**src/rtl/mac_pkg.sv**
```systemverilog
// Shared types and constants for the operand-buffer MAC.
// Build option: MAC_SAT_EN selects a saturating accumulator (see mac_datapath).
package mac_pkg;

    typedef enum logic [1:0] {IDLE, RUN, DRAIN, DONE} mac_state_e;

    localparam int DATA_W_DEF = 8;
    localparam int BUF_W_DEF  = 2;
    localparam int ACC_W_DEF  = 20;

    // Signed limit of a w-bit two's-complement value, returned in 64 bits;
    // the low w bits are the limit itself.
    function automatic logic [63:0] sat_limit(input int unsigned w, input logic neg);
        logic [63:0] m;
        m = 64'd1 << (w - 1);
        sat_limit = neg ? (~m + 64'd1) : (m - 64'd1);
    endfunction

endpackage

```
**src/rtl/buffer_mac_if.sv**
```systemverilog
// Handshake and buffer read bus between buffer_mac and its surroundings.
// master: the side that issues jobs, serves buffer reads and consumes Result.
// slave : buffer_mac itself.
interface buffer_mac_if #(
    parameter int DataWidth   = 8,
    parameter int BufferWidth = 2,
    parameter int AccWidth    = 20
);
    logic                          Start;
    logic [BufferWidth:0]          Len;
    logic [BufferWidth-1:0]        A_Base;
    logic [BufferWidth-1:0]        B_Base;
    logic [BufferWidth-1:0]        R_Addr1;
    logic [BufferWidth-1:0]        R_Addr2;
    logic signed [DataWidth-1:0]   DataIn1;
    logic signed [DataWidth-1:0]   DataIn2;
    logic                          Busy;
    logic signed [AccWidth-1:0]    Result;
    logic                          Valid;
    logic                          Ready;
    logic                          Overflow;

    modport master (
        output Start, Len, A_Base, B_Base, DataIn1, DataIn2, Ready,
        input  R_Addr1, R_Addr2, Busy, Result, Valid, Overflow
    );

    modport slave (
        input  Start, Len, A_Base, B_Base, DataIn1, DataIn2, Ready,
        output R_Addr1, R_Addr2, Busy, Result, Valid, Overflow
    );
endinterface

```
**src/rtl/mac_datapath.sv**
```systemverilog
// Product register plus accumulator. With MAC_SAT_EN defined the accumulator
// clamps to the signed AccWidth range and raises a sticky ovf; otherwise it
// wraps and ovf is constant 0.
module mac_datapath
    import mac_pkg::*;
#(
    parameter int DataWidth = DATA_W_DEF,
    parameter int AccWidth  = ACC_W_DEF
) (
    input  logic                        clk,
    input  logic                        rst,
    input  logic                        clr,     // job accepted: zero prod/acc/ovf
    input  logic                        mul_en,  // capture a*b
    input  logic                        acc_en,  // fold previous prod into acc
    input  logic signed [DataWidth-1:0] a,
    input  logic signed [DataWidth-1:0] b,
    output logic signed [AccWidth-1:0]  acc,
    output logic                        ovf
);

    logic signed [2*DataWidth-1:0] prod;

    // Product register: one cycle between buffer read and accumulate.
    always_ff @(posedge clk) begin
        if (rst || clr)
            prod <= '0;
        else if (mul_en)
            prod <= a * b;
    end

`ifdef MAC_SAT_EN
    localparam logic [AccWidth-1:0] ACC_MAX = AccWidth'(sat_limit(AccWidth, 1'b0));
    localparam logic [AccWidth-1:0] ACC_MIN = AccWidth'(sat_limit(AccWidth, 1'b1));

    // One guard bit: top two bits disagree exactly when the add overflowed.
    logic signed [AccWidth:0] sum;
    assign sum = {acc[AccWidth-1], acc} + (AccWidth+1)'(prod);

    // Saturating accumulator with sticky overflow flag.
    always_ff @(posedge clk) begin
        if (rst || clr) begin
            acc <= '0;
            ovf <= 1'b0;
        end else if (acc_en) begin
            if (sum[AccWidth] != sum[AccWidth-1]) begin
                acc <= sum[AccWidth] ? ACC_MIN : ACC_MAX;
                ovf <= 1'b1;
            end else begin
                acc <= sum[AccWidth-1:0];
            end
        end
    end
`else
    logic signed [AccWidth-1:0] sum;
    assign sum = acc + AccWidth'(prod);

    // Wrapping accumulator.
    always_ff @(posedge clk) begin
        if (rst || clr)
            acc <= '0;
        else if (acc_en)
            acc <= sum;
    end

    assign ovf = 1'b0;
`endif

endmodule

```
**src/rtl/buffer_mac.sv**
```systemverilog
// buffer_mac: sweeps Len operand pairs out of a two-read-port buffer and
// returns their signed dot product on a Valid/Ready handshake.
// Build option: MAC_SAT_EN (saturating accumulator, sticky Overflow).
module buffer_mac
    import mac_pkg::*;
#(
    parameter int DataWidth   = DATA_W_DEF,
    parameter int BufferWidth = BUF_W_DEF,
    parameter int AccWidth    = ACC_W_DEF
) (
    input  logic         clk,
    input  logic         rst,
    buffer_mac_if.slave  bus
);

    mac_state_e               state;
    logic [BufferWidth:0]     len_q;
    logic [BufferWidth:0]     idx;
    logic [BufferWidth-1:0]   addr1_q;
    logic [BufferWidth-1:0]   addr2_q;
    logic                     busy_q;
    logic                     valid_q;
    logic                     start_ok;
    logic signed [AccWidth-1:0] acc;
    logic                     ovf;

    assign start_ok = (state == IDLE) && bus.Start;

    // Controller: job sequencing, address walk and registered status outputs.
    always_ff @(posedge clk) begin
        if (rst) begin
            state   <= IDLE;
            len_q   <= '0;
            idx     <= '0;
            addr1_q <= '0;
            addr2_q <= '0;
            busy_q  <= 1'b0;
            valid_q <= 1'b0;
        end else begin
            case (state)
                IDLE: if (bus.Start) begin
                    len_q  <= bus.Len;
                    idx    <= '0;
                    busy_q <= 1'b1;
                    if (bus.Len != '0) begin
                        state   <= RUN;
                        addr1_q <= bus.A_Base;
                        addr2_q <= bus.B_Base;
                    end else begin
                        // Empty job: nothing to read, result is the cleared acc.
                        state   <= DONE;
                        valid_q <= 1'b1;
                    end
                end
                RUN: begin
                    if (idx == len_q - 1'b1) begin
                        state <= DRAIN;
                    end else begin
                        idx     <= idx + 1'b1;
                        addr1_q <= addr1_q + 1'b1;  // wraps mod buffer depth
                        addr2_q <= addr2_q + 1'b1;
                    end
                end
                DRAIN: begin
                    state   <= DONE;
                    valid_q <= 1'b1;
                end
                DONE: if (bus.Ready) begin
                    state   <= IDLE;
                    valid_q <= 1'b0;
                    busy_q  <= 1'b0;
                end
                default: state <= IDLE;
            endcase
        end
    end

    mac_datapath #(
        .DataWidth (DataWidth),
        .AccWidth  (AccWidth)
    ) u_dp (
        .clk    (clk),
        .rst    (rst),
        .clr    (start_ok),
        .mul_en (state == RUN),
        .acc_en (state == RUN || state == DRAIN),
        .a      (bus.DataIn1),
        .b      (bus.DataIn2),
        .acc    (acc),
        .ovf    (ovf)
    );

    assign bus.R_Addr1  = addr1_q;
    assign bus.R_Addr2  = addr2_q;
    assign bus.Busy     = busy_q;
    assign bus.Valid    = valid_q;
    assign bus.Result   = acc;
    assign bus.Overflow = ovf;

endmodule

```
**src/flat_wrapper.sv**
```systemverilog
// flat-port wrapper written by rule: the top's interface ports become plain ports
module buffer_mac_flat import mac_pkg::*;
#(
    parameter int DataWidth   = DATA_W_DEF,
    parameter int BufferWidth = BUF_W_DEF,
    parameter int AccWidth    = ACC_W_DEF
)
  (clk, rst, bus_Start, bus_Len, bus_A_Base, bus_B_Base, bus_DataIn1, bus_DataIn2, bus_Ready, bus_R_Addr1, bus_R_Addr2, bus_Busy, bus_Result, bus_Valid, bus_Overflow);
  buffer_mac_if #(.DataWidth(DataWidth), .BufferWidth(BufferWidth), .AccWidth(AccWidth)) bus_i ();
  input  logic clk;
  input  logic rst;
  input wire logic [$bits(bus_i.Start)-1:0] bus_Start;
  input wire logic [$bits(bus_i.Len)-1:0] bus_Len;
  input wire logic [$bits(bus_i.A_Base)-1:0] bus_A_Base;
  input wire logic [$bits(bus_i.B_Base)-1:0] bus_B_Base;
  input wire logic [$bits(bus_i.DataIn1)-1:0] bus_DataIn1;
  input wire logic [$bits(bus_i.DataIn2)-1:0] bus_DataIn2;
  input wire logic [$bits(bus_i.Ready)-1:0] bus_Ready;
  output wire logic [$bits(bus_i.R_Addr1)-1:0] bus_R_Addr1;
  output wire logic [$bits(bus_i.R_Addr2)-1:0] bus_R_Addr2;
  output wire logic [$bits(bus_i.Busy)-1:0] bus_Busy;
  output wire logic [$bits(bus_i.Result)-1:0] bus_Result;
  output wire logic [$bits(bus_i.Valid)-1:0] bus_Valid;
  output wire logic [$bits(bus_i.Overflow)-1:0] bus_Overflow;
  assign bus_i.Start = bus_Start;
  assign bus_i.Len = bus_Len;
  assign bus_i.A_Base = bus_A_Base;
  assign bus_i.B_Base = bus_B_Base;
  assign bus_i.DataIn1 = bus_DataIn1;
  assign bus_i.DataIn2 = bus_DataIn2;
  assign bus_i.Ready = bus_Ready;
  assign bus_R_Addr1 = bus_i.R_Addr1;
  assign bus_R_Addr2 = bus_i.R_Addr2;
  assign bus_Busy = bus_i.Busy;
  assign bus_Result = bus_i.Result;
  assign bus_Valid = bus_i.Valid;
  assign bus_Overflow = bus_i.Overflow;
  buffer_mac #(.DataWidth(DataWidth), .BufferWidth(BufferWidth), .AccWidth(AccWidth)) u_core (.clk(clk), .rst(rst), .bus(bus_i));
endmodule
```
**config.mk**
```make
export PLATFORM = sky130hd
export DESIGN_NAME = buffer_mac_flat
export DESIGN_NICKNAME = d
export VERILOG_FILES = /design/src/rtl/mac_pkg.sv /design/src/rtl/buffer_mac_if.sv /design/src/rtl/mac_datapath.sv /design/src/rtl/buffer_mac.sv /design/src/flat_wrapper.sv
export SDC_FILE = /design/constraint.sdc
export NUM_CORES = 1
export LEC_CHECK = 0
export CELL_PAD_IN_SITES_DETAIL_PLACEMENT = 1
export CELL_PAD_IN_SITES_GLOBAL_PLACEMENT = 1
export CORE_UTILIZATION = 30
export CTS_CLUSTER_DIAMETER = 120
export DETAILED_ROUTE_END_ITERATION = 8
export PLACE_DENSITY_LB_ADDON = 0.1
export SETUP_SLACK_MARGIN = 0.2
export SLEW_MARGIN = 20
export SYNTH_ARGS = -nofsm -noshare
export SYNTH_HDL_FRONTEND = slang
export SYNTH_HIERARCHICAL = 1
export SYNTH_SLANG_ARGS = --single-unit
```
**constraint.sdc**
```tcl
create_clock -name clk -period 4.6 [get_ports clk]
set_clock_uncertainty 0.15 [all_clocks]
set_input_delay 0.92 -clock clk [delete_from_list [all_inputs] [get_ports clk]]
set_output_delay 0.92 -clock clk [all_outputs]
set_load 0.02 [all_outputs]
```
==> results.json <==
{
  "whs_ns": 0.3120,
  "hpwl_um": 11920,
  "core_area_um2": 18210,
  "violations": "DRC, setup timing",
  "antenna_left": 0,
  "clk_pin_slew_ns": 0.07,
  "p_int_mw": 2.051,
  "fp.dieH_um": 139.1,
  "avgViaCountPerCell": 4.858,
  "async_flop_share_pct": 0,
  "hp-start": "u_core/len_q[1]",
  "num_rows": 49,
  "synth_nets": 791,
  "dr.pass1.iters": 6,
  "critical_path_required_ns": 4.61,
  "final_util_pct": 39.41,
  "dr_total_vias": 4756,
  "swShare_pct": 44.63,
  "final_cells": 979,
  "final_common_cell": "inv_1",
  "startpoint": "bus_DataIn2[2]",
  "cts_sinks": 50,
  "cts_tree": "built",
  "fill_cells": 2115,
  "diodes": 0,
  "tightest_slew_ns": 0.7532,
  "multiInputGateArea_um2": 4469,
  "clock_latency_ns": 0.30,
  "power_mw": 3.704,
  "synth-edff-count": 0,
  "min_path_type": "register to register",
  "routedWlPerCell_um": 14.50,
  "crit_type": "primary input to register",
  "synthFlopType": "dfxtp_1",
  "drcViolationCount": 7,
  "rsz0062_at_grt": "true",
  "final_max_slew_viol_count": 0,
  "drive_gt1_share_pct": 19.20,
  "p_sw_mw": 1.653,
  "rrSetupSlack_ns": 1.91,
  "pre_cts_ws_ns": -0.8893,
  "layout.area.seq_um2": 1001,
  "netlist_area_um2": 5635,
  "overflow": 0,
  "drtIter0Drc": 121,
  "cts_hold_buf": 0,
  "start_util_pct": 30.95,
  "final_net_count": 888,
  "grt_pass1_vias": 5001,
  "clockBufferDepth": 2,
  "clock.fmax_mhz": 215.4,
  "min_path_cells": 2,
  "yosysTopAreaCellShare_pct": 19.89,
  "fp.dieArea_um2": 19340,
  "finish.instance_area_um2": 7176,
  "clockRootBuffer": "clkbuf_16",
  "htreeDepth": 2,
  "routed_wl_um": 14200,
  "min_to": "u_core/len_q[1]",
  "tns_ns": -0.06373,
  "arrival_ns": 4.65,
  "final_cell_mix": "inv_1 (86), fa_1 (53), buf_4 (52), dfxtp_1 (50), nand2_1 (44)",
  "startpoint_type": "primary input",
  "yosys.area.top_type": "fa_1",
  "finalCriticalPeriod_ns": 4.643,
  "hold_violations": 0,
  "grt_max_degree": 37,
  "synth_cell_types": 66,
  "track_usage_pct": 15.16,
  "powerDensity_nw_per_um2": 516.2,
  "rr_endpoint": "u_core/u_dp/acc[12]",
  "die_w_um": 139.1,
  "outcome": "complete, but fails checks",
  "pwr-share-clk_pct": 11.7,
  "path_max_fanout": 5,
  "p_comb_share_pct": 71.2,
  "r2r-start": "u_core/u_dp/acc[0]",
  "ir_drop_uv": 184.4,
  "synthTopCellsByArea": "fa_1 (20%), dfxtp_1 (18%), ha_1 (12%)",
  "area.growth.synth_to_final_pct": 27.33,
  "maxCapViolations": 0,
  "yosysWarnings": 6,
  "globalplace.congestion": 0.7881,
  "avgSynthCellArea_um2": 8.643,
  "placed_cells": 966,
  "grt_pass1_wl_um": 24320,
  "setup_ws_ns": -0.04251,
  "fin_crit_sh_pct": 100.9,
  "ys_seq_area_share_pct": 17.76,
  "rr_worst_depth": 10,
  "synthCells": 652,
  "seqPwrFrac_pct": 17.1,
  "p_leak_nw": 3.275,
  "end_kind": "register",
  "numCtsBuffers": 5,
  "ys_seq_elements": 50,
  "io_pins": 54,
  "antenna_found_initial": 0,
  "slew_headroom_pct": 49.79,
  "setup_viol": 2,
  "io_buffers": 52,
  "placed_cell_area_um2": 6807
}
## worst max-delay path, stage by stage
cell      delay, ns
buf_8          0.11
and2_4         0.15
fa_1           0.54
inv_1          0.05
fa_1           0.49
inv_2          0.04
fa_1           0.52
inv_1          0.05
fa_1           0.49
inv_2          0.04
ha_4           0.21
o21a_1         0.11
a21o_1         0.18
a31o_4         0.24
a211oi_2       0.21
xnor2_1        0.10
mux2i_1        0.13
nor2_1         0.05
## what timing repair did
| action | in CTS | in global routing |
|---|---|---|
| pin swaps | 31 | 22 |
| gates resized for setup | 101 | 22 |
| endpoints found under the hold margin | 0 | 0 |
| endpoints found under the setup margin | 11 | 9 |
| buffers inserted | 3 | 2 |
## cell families after synthesis
family | count (synthesis) | synth area share, %
AOI/OAI and AO/OA | 127 | 15.85
and+or+nand+nor | 211 | 19.54
adders and majority gates | 112 | 32.33
buffers and inverters | 111 | 7.593
xor gates and xnor gates | 23 | 3.819
muxes | 17 | 3.042
other | 1 | 0.06654
DFF | 50 | 17.76
## cell usage after synthesis (all sizes together) (3+ instances only)
cell type and instances:
mux2i 16, and2 43, o211ai 4, o211a 3, nand3 17, xor2 9
o21a 10, or3 5, inv 96, nor3 15, or2 4, a21oi 39
o21ai 19, o31ai 6, clkbuf 13, nor2b 14, a31oi 4, nand3b 4
dfxtp 50, nand2b 7, xnor2 13, a2111oi 3, ha 56, or4 4
a21o 11, a211oi 8, and3 4, nand2 47, fa 56, nor2 38
## power groups by stage
stage               Sequential [mW]  Combinational, mW  Clock (mW)
floorplan                     0.662               1.66           0
global placement              0.642               2.39           0
detailed placement            0.649               2.44           0
CTS                           0.639               2.57       0.456
global route                  0.652               2.95       0.471
finish                        0.635               2.64       0.432
## flip-flops by register name (all words and copies together) (netlist names)
register            count
u_core/bus.R_Addr2      2
u_core/state            2
u_core/bus.Valid        1
u_core/len_q            3
u_core/bus.Busy         1
u_core/idx              3
u_core/u_dp/prod       16
u_core/bus.R_Addr1      2
u_core/u_dp/acc        20
## routing by layer
layer | routed length [um] | track usage, %
met5 | 0 | 0
met4 | 140 | 3.684
met3 | 245 | 1.036
met2 | 6905 | 27.43
met1 | 6909 | 19.54
## worst max-delay path by stage
| stage | cells past startpoint | endpoint | slack [ns] |
|---|---|---|---|
| floorplan | 17 | u_core/u_dp/prod[13] | -0.08 |
| global placement | 18 | u_core/u_dp/prod[13] | -0.81 |
| detailed placement | 17 | u_core/u_dp/prod[14] | -0.89 |
| CTS | 17 | u_core/u_dp/prod[14] | -0.05 |
| global route | 15 | u_core/u_dp/prod[13] | -0.15 |
| finish | 18 | u_core/u_dp/prod[13] | -0.04 |
## layout make-up
| class | count | area share, % |
|---|---|---|
| clock buffers | 5 | 1.744 |
| clock inverters | 3 | 0.6103 |
| multi-input cells | 491 | 62.28 |
| repair buffers | 105 | 12.40 |
| well taps | 229 | 3.993 |
| inverters | 96 | 5.022 |
| flip-flops and latches | 50 | 13.95 |
No activity file was read; power rests on OpenSTA's default activity.
